## config.mk

```make
export PLATFORM = sky130hd
export DESIGN_NAME = mem_port_arbiter
export DESIGN_NICKNAME = d
export VERILOG_FILES = /design/src/rtl/mem_port_arbiter.sv
export SDC_FILE = /design/constraint.sdc
export NUM_CORES = 1
export LEC_CHECK = 0
export BUFFER_PORTS_ARGS = -buffer_cell sky130_fd_sc_hd__buf_2
export CAP_MARGIN = 20
export CORE_ASPECT_RATIO = 1.75
export CORE_MARGIN = 1
export CORE_UTILIZATION = 35
export DETAILED_ROUTE_END_ITERATION = 10
export PLACE_DENSITY_LB_ADDON = 0.1
export SYNTH_ARGS = -nofsm -noshare
export SYNTH_HDL_FRONTEND = slang
export SYNTH_SLANG_ARGS = --single-unit
```

## constraint.sdc

```tcl
create_clock -name clk -period 2.4 [get_ports clk]
set_input_delay 0.12 -clock clk [delete_from_list [all_inputs] [get_ports clk]]
set_output_delay 0.12 -clock clk [all_outputs]
set_load 0.02 [all_outputs]
```

## src/rtl/mem_port_arbiter.sv

```systemverilog
// mem_port_arbiter
//   Two requesters share one byte-maskable synchronous data-memory port.
//   Port 0 is the core load/store unit and port 1 is the program loader or
//   debug master. Arbitration is round-robin and only one transaction is in
//   flight at a time. The RAM read latency is fixed at READ_LATENCY cycles.
//
// Ports
//   clk, reset            clock (rising edge), asynchronous active-low reset
//   m{0,1}_valid          request valid, held by the requester until ready
//   m{0,1}_addr/wdata     byte address and write data
//   m{0,1}_wmask          byte write mask, 4'b0000 means read
//   m{0,1}_ready          one-cycle completion pulse
//   m{0,1}_rdata          read data, meaningful while ready is high
//   mem_en                one-cycle access strobe per transaction
//   mem_addr/wdata/wmask  latched payload of the granted request
//   mem_rdata             RAM data, READ_LATENCY cycles after mem_en
//   busy                  high in every state except IDLE
//   grant_id              port that owns the current transaction
module mem_port_arbiter #(
  parameter int ADDR_W       = 32,
  parameter int READ_LATENCY = 1
) (
  input  logic              clk,
  input  logic              reset,
  input  logic              m0_valid,
  input  logic [ADDR_W-1:0] m0_addr,
  input  logic [31:0]       m0_wdata,
  input  logic [3:0]        m0_wmask,
  output logic              m0_ready,
  output logic [31:0]       m0_rdata,
  input  logic              m1_valid,
  input  logic [ADDR_W-1:0] m1_addr,
  input  logic [31:0]       m1_wdata,
  input  logic [3:0]        m1_wmask,
  output logic              m1_ready,
  output logic [31:0]       m1_rdata,
  output logic              mem_en,
  output logic [ADDR_W-1:0] mem_addr,
  output logic [31:0]       mem_wdata,
  output logic [3:0]        mem_wmask,
  input  logic [31:0]       mem_rdata,
  output logic              busy,
  output logic              grant_id
);

  // The wait counter is 4 bits wide, so only latencies 1..15 are representable.
  if (READ_LATENCY < 1 || READ_LATENCY > 15) begin : g_bad_latency
    $error("mem_port_arbiter: READ_LATENCY %0d outside 1..15", READ_LATENCY);
  end

  localparam logic [3:0] RL_CNT = 4'(READ_LATENCY);

  typedef enum logic [1:0] {
    IDLE  = 2'd0,
    ISSUE = 2'd1,
    WAIT  = 2'd2,
    DONE  = 2'd3
  } state_t;

  state_t     state_reg;
  logic       last_grant_reg;
  logic [3:0] cnt_reg;
  logic       pick;

  // With a single requester that port wins. With both requesting, the port
  // that was not served last wins. last_grant resets to 1, so port 0 wins the
  // first tie.
  assign pick = (m0_valid && m1_valid) ? ~last_grant_reg : m1_valid;

  always_ff @(posedge clk or negedge reset) begin
    if (!reset) begin
      state_reg      <= IDLE;
      last_grant_reg <= 1'b1;
      cnt_reg        <= 4'd0;
      m0_ready       <= 1'b0;
      m0_rdata       <= 32'd0;
      m1_ready       <= 1'b0;
      m1_rdata       <= 32'd0;
      mem_en         <= 1'b0;
      mem_addr       <= '0;
      mem_wdata      <= 32'd0;
      mem_wmask      <= 4'd0;
      busy           <= 1'b0;
      grant_id       <= 1'b0;
    end else begin
      // The strobe and ready outputs are single-cycle pulses.
      mem_en   <= 1'b0;
      m0_ready <= 1'b0;
      m1_ready <= 1'b0;
      case (state_reg)
        IDLE: begin
          if (m0_valid || m1_valid) begin
            // The payload is latched here and drives the memory port directly
            // from these registers. Later changes on the request side are
            // therefore ignored.
            grant_id  <= pick;
            mem_addr  <= pick ? m1_addr  : m0_addr;
            mem_wdata <= pick ? m1_wdata : m0_wdata;
            mem_wmask <= pick ? m1_wmask : m0_wmask;
            mem_en    <= 1'b1;
            busy      <= 1'b1;
            state_reg <= ISSUE;
          end
        end
        ISSUE: begin
          if (mem_wmask != 4'd0) begin
            // A write completes immediately and returns zero read data.
            if (grant_id) begin
              m1_ready <= 1'b1;
              m1_rdata <= 32'd0;
            end else begin
              m0_ready <= 1'b1;
              m0_rdata <= 32'd0;
            end
            state_reg <= DONE;
          end else begin
            cnt_reg   <= RL_CNT;
            state_reg <= WAIT;
          end
        end
        WAIT: begin
          // When the count reaches 1, mem_rdata is valid in this cycle. It is
          // captured straight into the granted port's output register, so
          // the data and ready become visible together in DONE.
          if (cnt_reg <= 4'd1) begin
            if (grant_id) begin
              m1_ready <= 1'b1;
              m1_rdata <= mem_rdata;
            end else begin
              m0_ready <= 1'b1;
              m0_rdata <= mem_rdata;
            end
            state_reg <= DONE;
          end else begin
            cnt_reg <= cnt_reg - 4'd1;
          end
        end
        DONE: begin
          last_grant_reg <= grant_id;
          busy           <= 1'b0;
          state_reg      <= IDLE;
        end
        default: state_reg <= IDLE;
      endcase
    end
  end

endmodule

```

== After elaboration in Yosys (flattened, before gate mapping) ==
Index checks and enable logic that the tools add are counted.
Storage, ports and cells
  register bits: 144
  input bits: 172
  output and inout port bits: 137
  logic and storage cells: 73
Operators by class
  add/sub/neg operators: 1
  magnitude comparators: 1
  equality and inequality tests: 12
  multiplexer cells: 33
  bitwise operators: 1
  reductions and logical operators: 12
Operators with widths (count)
  $mux W32: 10
  $pmux W32 S2: 2
  $ne A2 B2 Y1 const B: 9
  $mux W4: 3
  $mux W1: 11
  $reduce_and A5 Y1: 2
  $pmux W2 S4: 1
  $pmux W4 S2: 1
  $pmux W1 S2: 3
  $reduce_and A2 Y1: 3
  $eq A2 B2 Y1 const B: 2
  $le A4 B1 Y1 const B: 1
  $mux W2: 2
  $reduce_bool A2 Y1: 2
  $reduce_bool A4 Y1: 1
  $sub A4 B1 Y4 const B: 1
  $reduce_and A3 Y1: 1
  $eq A2 B1 Y1 const B: 1
  $logic_not A2 Y1: 1
  $logic_and A1 B1 Y1: 1
  $logic_or A1 B1 Y1: 1
  $not A1 Y1: 1

== Logic depth before layout (Yosys ltp) ==
Gate-level depths: netlist of the first run.
  depth after elaboration: 3
  mapped depth: 8
  gate-level depth less buffers: 6

== Least setup slack after synthesis of the first run ==
No wires, ideal clock.
  path kind: register -> register
  start point: register state_reg[0]
  end point: register m0_rdata[0]
  library setup time: 0.122 ns
  data arrival time: 1.674 ns
  required time: 2.278 ns
  path slack: 0.604 ns
  stages on the path, launching flop included: 8
  path buffers: 1
  clock period less this slack: 1.796 ns
  path through: dfrtp_1 > inv_1 > ha_1 > inv_2 > nor4_4 > o21ai_2 > buf_6 > a32o_1
On the way
  word-level cells in the longest chain between the ends: 3
  elaborated cells on any way between the ends: 9
  classes of those cells: 6 x eq/ne; 1 x mux; 2 x reduce/logical
RTL lines
  start, declared: line 60  | state_t state_reg;
  start signal, assigned: line 72  | state_reg <= IDLE;
  start signal, assigned: line 102  | state_reg <= ISSUE;
  start signal, assigned: line 115  | state_reg <= DONE;
  $eq A2 B2 Y1 / $eq A2 B1 Y1 (equally long branches): line 90  | case (state_reg)
  $ne A2 B2 Y1 (no line) / $reduce_bool A2 Y1 (equally long branches)
  $reduce_and A5 Y1 (no line)
  end signal, assigned: line 131  | m0_rdata <= mem_rdata;
  end, declared: line 30  | output logic [31:0] m0_rdata,
Several ways; a longest one is shown, not always the timed one.
A chain may end at the register's enable or synchronous reset.

== Worst setup path after layout of the first run ==
  start point: register last_grant_reg
  end point: register mem_wdata[10]
On the way
  word-level cells in the longest chain between the ends: 3
RTL lines
  start, declared: line 61  | logic last_grant_reg;
  start signal, assigned: line 139  | last_grant_reg <= grant_id;
  $not A1 Y1: line 68  | assign pick = (m0_valid && m1_valid) ? ~last_grant_reg : m1_valid;
  $mux W1: line 68
  $mux W32: line 98  | mem_wdata <= pick ? m1_wdata : m0_wdata;
  end signal, assigned: line 98
  end, declared: line 39  | output logic [31:0] mem_wdata,
Every way passes these cells.

==> results of run 1 <==
synthesized netlist by cell type (all sizes together), types with 3 or more instances:
master  number  area (sq um)
nor2         6          22.5
buf         29           213
ha           7          87.6
a32o        64           641
clkbuf      13          48.8
inv          7          26.3
nand2       74           280
mux2i       68           681
a21oi        3          22.5
dfrtp      143          3580
o21ai       76           388
cells in the final DEF, fill, tap and decap left out, drive strengths merged:
| cell type | netlist | layout |
|---|---|---|
| buf | 29 | 324 |
| dfrtp | 143 | 143 |
| dlygate4sd3 | 0 | 87 |
| o21ai | 76 | 76 |
| nand2 | 74 | 74 |
| mux2i | 68 | 68 |
| a32o | 64 | 64 |
| clkbuf | 13 | 20 |
| inv | 7 | 8 |
| ha | 7 | 7 |
| nor2 | 6 | 6 |
| clkinv | 0 | 6 |
| clkinvlp | 0 | 4 |
| a21oi | 3 | 3 |
| o31ai | 2 | 2 |
| nand3 | 2 | 2 |
| o41ai | 2 | 2 |
| mux2 | 2 | 2 |
| nor4 | 2 | 2 |
| nor2b | 1 | 1 |
| a21boi | 1 | 1 |
| nand3b | 1 | 1 |
| o211ai | 1 | 1 |
| a2bb2oi | 1 | 1 |
| or2 | 1 | 1 |
| nor3 | 1 | 1 |
| a21o | 1 | 1 |
| or3 | 1 | 1 |
| and3 | 1 | 1 |
| bufinv | 0 | 1 |
| dfstp | 1 | 1 |
cells by family after synthesis:
family                   Yosys count
AO/OA/AOI/OAI                    151
flip-flops                       144
AND/OR/NAND/NOR                   90
multiplexers                      70
buffers and inverters             49
adder cells (fa/ha/maj)            7
power breakdown:
group	switching, mW	total (mW)	internal [mW]
registers	0.584	4.07	3.48
clock network	1.01	2.49	1.48
logic	3.48	5.56	2.08
total	5.08	12.1	7.04
per-layer routing:
layer / up-vias / global-route usage, % / share of wire [%]
li1: 2667 / - / -
met3: 13 / 5.02 / 6.6
met5: - / 0 / 0
met4: 0 / 7.08 / 1.6
met1: 2674 / 21.0 / 37
met2: 242 / 37.9 / 54
cell type report:
cell class,instances,area [sq um]
clock buffers,20,457
repair buffers,411,2600
fillers,1586,7960
flip-flops and latches,144,3600
multi-input cells,318,2330
inverters,7,26.3
clock inverters,12,110
well taps,231,289
repair_timing:
item                      4_1_cts  5_1_grt
hold buffers                   87        0
hold endpoints to repair      152        0
buffers inserted                0        0
metrics by stage:
step | area [sq um] | power [mW]
floorplan | 6200 | 7.68
global placement | 7980 | 9.43
detailed placement | 7980 | 9.57
CTS | 9420 | 12.3
global route | 9420 | 13.0
finish | 9420 | 12.1
path summary, 6_finish.rpt:
kind                                 from       endpoint  cells past startpoint
setup / recovery           last_grant_reg  mem_wdata[10]                      5
hold / removal               m1_wdata[24]  mem_wdata[24]                      3
setup reg to reg           last_grant_reg  mem_wdata[10]                      5
hold reg to reg              mem_wdata[3]   mem_wdata[3]                      2
max in group asynchronous           reset   m1_rdata[24]                      3
min in group asynchronous           reset    m0_rdata[9]                      2
worst max-delay path: cells and delay by family, from the launching register on:
kind	cells	cell delay (ps)
flip-flops	1	380
multiplexers	1	230
AO/OA/AOI/OAI	2	530
buffers and inverters	2	980
==> impl_metrics.toml, run 1 <==
[cts]
cts.sinks = 144
cts.repair.resized = 0
cts_tree = "done"
cts_max_level = 4
cts-root-buf = "clkbuf_16"
clock_latency_ps = 410
cts_buffer_depth = 2
cts-buffers-inserted = 17
clkTransAtPathRegs_ps = 60

[final_layout]
fin_nets = 1078
drive_above_1_share_pct = 40.9
final_cells = 1143
antenna_cells_inserted = 0
areaGrowthSynthToFinish_pct = 51.9
finish.utilization_pct = 54.2

[detailed_routing]
ant_nets = 0
dr_total_vias = 5596
first_pass_iters = 4
via_per_inst = 4.90
wl_per_cell_um = 16.1
wl_um = 18400
initialDrtViolationCount = 173
drc = 0

[timing]
fin_hold_ws_ps = 16.6
drv_slew = 0
relSlewSlack_pct = 53.4
hold_violations = 0
fin_crit_ps = 2260
fin_ws_ps = 137
setup_violations = 0
worst_slew_pin_slew_ps = 697
tns_ps = 0
finClkSkew_ps = 12.4
rsz0062_at_grt = "false"
fin_crit_sh_pct = 94.3
fmax_ghz = 0.442

[run_status]
status = "finished clean"

[floorplanning]
start_util_pct = 35.7
rows = 64
dieArea_sq_mm = 0.0183
die_h_um = 178
fp.dieW_um = 103
design.core.area_sq_mm = 0.0174
io_pins = 309

[global_routing]
grt_max_degree = 65
grt_use_total_pct = 20.2
gr-total-overflow = 0
first_global_vias = 5490
antenna_found_initial = 0
grt_pass1_wl_um = 28000

[worst_setup_path]
cp_max_fo = 19
path_cells = "a21boi_4 > buf_4 > mux2i_1 > dlygate4sd3_1 > o21ai_0"
slowest_delay_ps = 570
worstPathArrival_ps = 2550
r2r_slack_ps = 140
crit_required_ps = 2690
path_class = "reg -> reg"
crit_slowest_cell = "dlygate4sd3_1"
critPathLaunchType = "register"
endpoint_kind = "register"

[synth]
synthCells = 511
synth-simple-area-share_pct = 6.25
synthMuxAreaShare_pct = 11.3
synth_edf_count = 0
synth-compound-area-share_pct = 18.2
synth_top_family_by_area = "compound AO/OA/AOI/OAI gates"
synth_ff_type = "dfrtp_1"
synth-xor-area-share_pct = 0
syn_nets = 690
synth_cell_types = 35
synthesis.area_sq_mm = 0.00620
ys_seq_elements = 144
synth-warning-count = 0
async_flop_share_pct = 100
yosys.area_share.adder_pct = 1.41
yosysSeqAreaShare_pct = 58.1
avgSynthCellArea_sq_um = 12.1

[placement]
io_buffers = 308
place_inst = 1024
gp_congestion = 0.785
dp_hpwl_um = 13000
dp_slack_ps = 322

[flow_run]
drv_cap = 0

[power_and_ir_drop]
powerDensity_mw_per_mm2 = 1290
power.leakage_nw = 4.83
peakVddDrop_uv = 681

[min_path]
min_path_type = "in -> reg"
Note: power is estimated with default switching activity, not from simulation.
==> run 2, diff against run 1 <==
--- a/config.mk
+++ b/config.mk
@@ -5,6 +5,7 @@
 export SDC_FILE = /design/constraint.sdc
 export NUM_CORES = 1
 export LEC_CHECK = 0
+export ABC_AREA = 1
 export BUFFER_PORTS_ARGS = -buffer_cell sky130_fd_sc_hd__buf_2
 export CAP_MARGIN = 20
 export CORE_ASPECT_RATIO = 1.75
==> run 2 against run 1 <==
Net effect: maximum frequency rose by 5.2%; global-route usage rose by 3.5 points; register-to-register slack improved by 110 ps; non-clock buffer count rose by 41; first-iteration DRC count rose by 49%; cell area rose by 9.1%; via count rose by 24%; sequential power rose by 4%; critical path type unchanged; largest cell class unchanged.
==> impl_metrics.toml, run 2 <==
[worst_setup_path]
r2r_start = "cnt_reg[0]"
cp_max_fo = 32
critPathLaunchType = "register"
critPathLaunch = "cnt_reg[0]"
path_class = "reg -> reg"
reg2reg_to = "m0_rdata[22]"
endpoint_kind = "register"
r2r_slack_ps = 250
crit_required_ps = 2760
worstPathArrival_ps = 2510
rr_worst_depth = 10
cp-endpoint = "m0_rdata[22]"

[timing]
fin_crit_sh_pct = 89.6
relSlewSlack_pct = 45.1
finClkSkew_ps = 8.40
worst_slew_pin_slew_ps = 822
fmax_ghz = 0.465
tns_ps = 0
drv_slew = 0
rsz0062_at_grt = "false"
hold_violations = 0
setup_violations = 0
fin_crit_ps = 2150

[power_and_ir_drop]
seqPwrFrac_pct = 30.6
peakVddDrop_uv = 756
total_power_mw = 13.9
intPower_mw = 7.69
switching_share_pct = 44.6
power.leakage_nw = 5.67
p_sw_mw = 6.19
combPwrFrac_pct = 47.1
powerDensity_mw_per_mm2 = 1350
clkPwrFrac_pct = 22.3

[final_layout]
final_cell_mix = "buf_2 (307), nand2_1 (249), dfrtp_1 (143)"
final_area_sq_mm = 0.0103
nFillCells = 1751
areaGrowthSynthToFinish_pct = 56.1
fin_nets = 1402
final_cells = 1473
drive_above_1_share_pct = 29.6
antenna_cells_inserted = 0
layout_commonest_cell = "buf_2"

[detailed_routing]
drc = 0
wl_per_cell_um = 15.5
wl_um = 22900
ant_nets = 0
dr_total_vias = 6925
first_pass_iters = 6
initialDrtViolationCount = 257
via_per_inst = 4.70

[global_routing]
first_global_vias = 7131
busiest_layer = "met2"
use_met3_pct = 5.64
grt_max_degree = 70
antenna_found_initial = 0
grtUsageMet1_pct = 26.1
grt_use_total_pct = 23.7
grtUsageMet2_pct = 42.8
grt_pass1_wl_um = 35900
gr-total-overflow = 0

[cts]
cts_buffer_depth = 2
clkTransAtPathRegs_ps = 60
cts-buffers-inserted = 17
cts_max_level = 4
cts_tree = "done"
cts-root-buf = "clkbuf_16"
clock_latency_ps = 420
cts.sinks = 144

[min_path]
min_path_type = "in -> reg"
hp-start = "mem_rdata[13]"
whs_path_depth = 5

[synth]
async_flop_share_pct = 100
synthesis.area_sq_mm = 0.00659
netlist.area_leader.share_pct = 54.3
synth_edf_count = 0
synth_common_cells = "nand2_1 (249), dfrtp_1 (143), o21ai_0 (104)"
synth.area.top_cells = "dfrtp_1 (54%), nand2_1 (14%), o21ai_0 (7.9%)"
yosysMostFrequentCell = "nand2_1"
avgSynthCellArea_sq_um = 8.21
synth-warning-count = 0
syn_nets = 981
ys_seq_elements = 144
synthCells = 802
synth_cell_types = 25
synth_ff_type = "dfrtp_1"
yosysSeqAreaShare_pct = 54.7
synth_top_area_cell = "dfrtp_1"

[run_status]
status = "finished clean"

[placement]
gp_congestion = 0.756
place_inst = 1309
dp_hpwl_um = 14700
placed_cell_area_sq_mm = 0.00826
io_buffers = 308

[floorplanning]
die_h_um = 183
design.core.area_sq_mm = 0.0185
dieArea_sq_mm = 0.0194
start_util_pct = 35.6
fp.dieW_um = 106
rows = 66
io_pins = 309

[flow_run]
drv_cap = 0
-- run 2: changes by cell type after synthesis, moves of 5 or more --
cell,before,now
o21ai_0,72,104
inv_1,6,46
mux2i_1,68,0
clkbuf_2,0,7
o21ai_1,2,103
buf_2,14,21
nor2_1,6,73
nand3_1,2,7
buf_4,7,1
a32o_1,64,0
nand2_1,73,249
-- run 2: power by group through the flow --
stage          clock, mW  sequential (mW)  combinational, mW
2_1_floorplan          0             5.55               3.02
3_3_place_gp           0             4.27               6.32
3_5_place_dp           0             4.27               6.38
4_1_cts             3.17             4.25               6.55
5_1_grt             3.29             4.40               7.21
6_report            3.10             4.25               6.54
-- run 2: cell type report --
| cell class | instances | area (sq um) | share of cell area [%] |
|---|---|---|---|
| Tap cell | 238 | 298 | 2.90 |
| Sequential cell | 144 | 3600 | 35.1 |
| Multi-Input combinational cell | 559 | 2510 | 24.4 |
| Clock inverter | 10 | 205 | 2.00 |
| Inverter | 49 | 184 | 1.79 |
| Clock buffer | 21 | 480 | 4.68 |
| Timing Repair Buffer | 452 | 3000 | 29.2 |
-- run 2: repair_timing --
| item | in CTS | in global routing |
|---|---|---|
| hold buffers | 132 | 0 |
| endpoints found under the hold margin | 132 | 0 |
| buffers inserted | 0 | 0 |
| gates resized for setup | 0 | 1 |
| setup endpoints to repair | 0 | 1 |
-- run 2: worst min-delay path by stage --
stage	to	slack [ps]
2_1_floorplan	busy	-180
3_3_place_gp	m0_rdata[9]	150
3_5_place_dp	m0_rdata[9]	150
4_1_cts	m0_rdata[31]	2
5_1_grt	mem_wmask[0]	20
6_report	m0_rdata[13]	20
-- run 2: kinds of logic (layout without fill, tap and decap cells) --
kind of cell	after synthesis	after routing	share of synthesized area, %
AOI/OAI and AO/OA	211	211	16.4
xor gates and xnor gates	1	1	0.133
adders and majority gates	7	7	1.33
buffers and inverters	100	532	7.32
DFF	144	144	54.7
and+or+nand+nor	339	340	20.1
-- run 2: metal layers --
| metal | up-vias | share of wire, % | wire length (um) |
|---|---|---|---|
| li1 | 3394 | - | - |
| met1 | 3226 | 39 | 8890 |
| met2 | 265 | 52 | 12000 |
| met3 | 40 | 5.6 | 1290 |
| met4 | 0 | 3.2 | 728 |
| met5 | - | 0 | 0 |
-- run 2: critical path, cell delays in order, from the launching register on --
cell     delay (ps)
dfrtp_1         410
inv_1           100
ha_1            190
inv_1            50
nand2_1          80
nand2_2          70
nand2_4          80
nand2_4         180
nor2_4          680
nand2_1         130
nand2_1         110
-- run 2: through the flow --
step,util (%),hold WS (ps),setup slack (ps)
after CTS,55.5,2.23,212
final,55.6,15.2,249
after global placement,44.7,153,276
after floorplan,-,-176,872
after global routing,55.6,22.7,41.3
after detailed placement,44.7,153,217
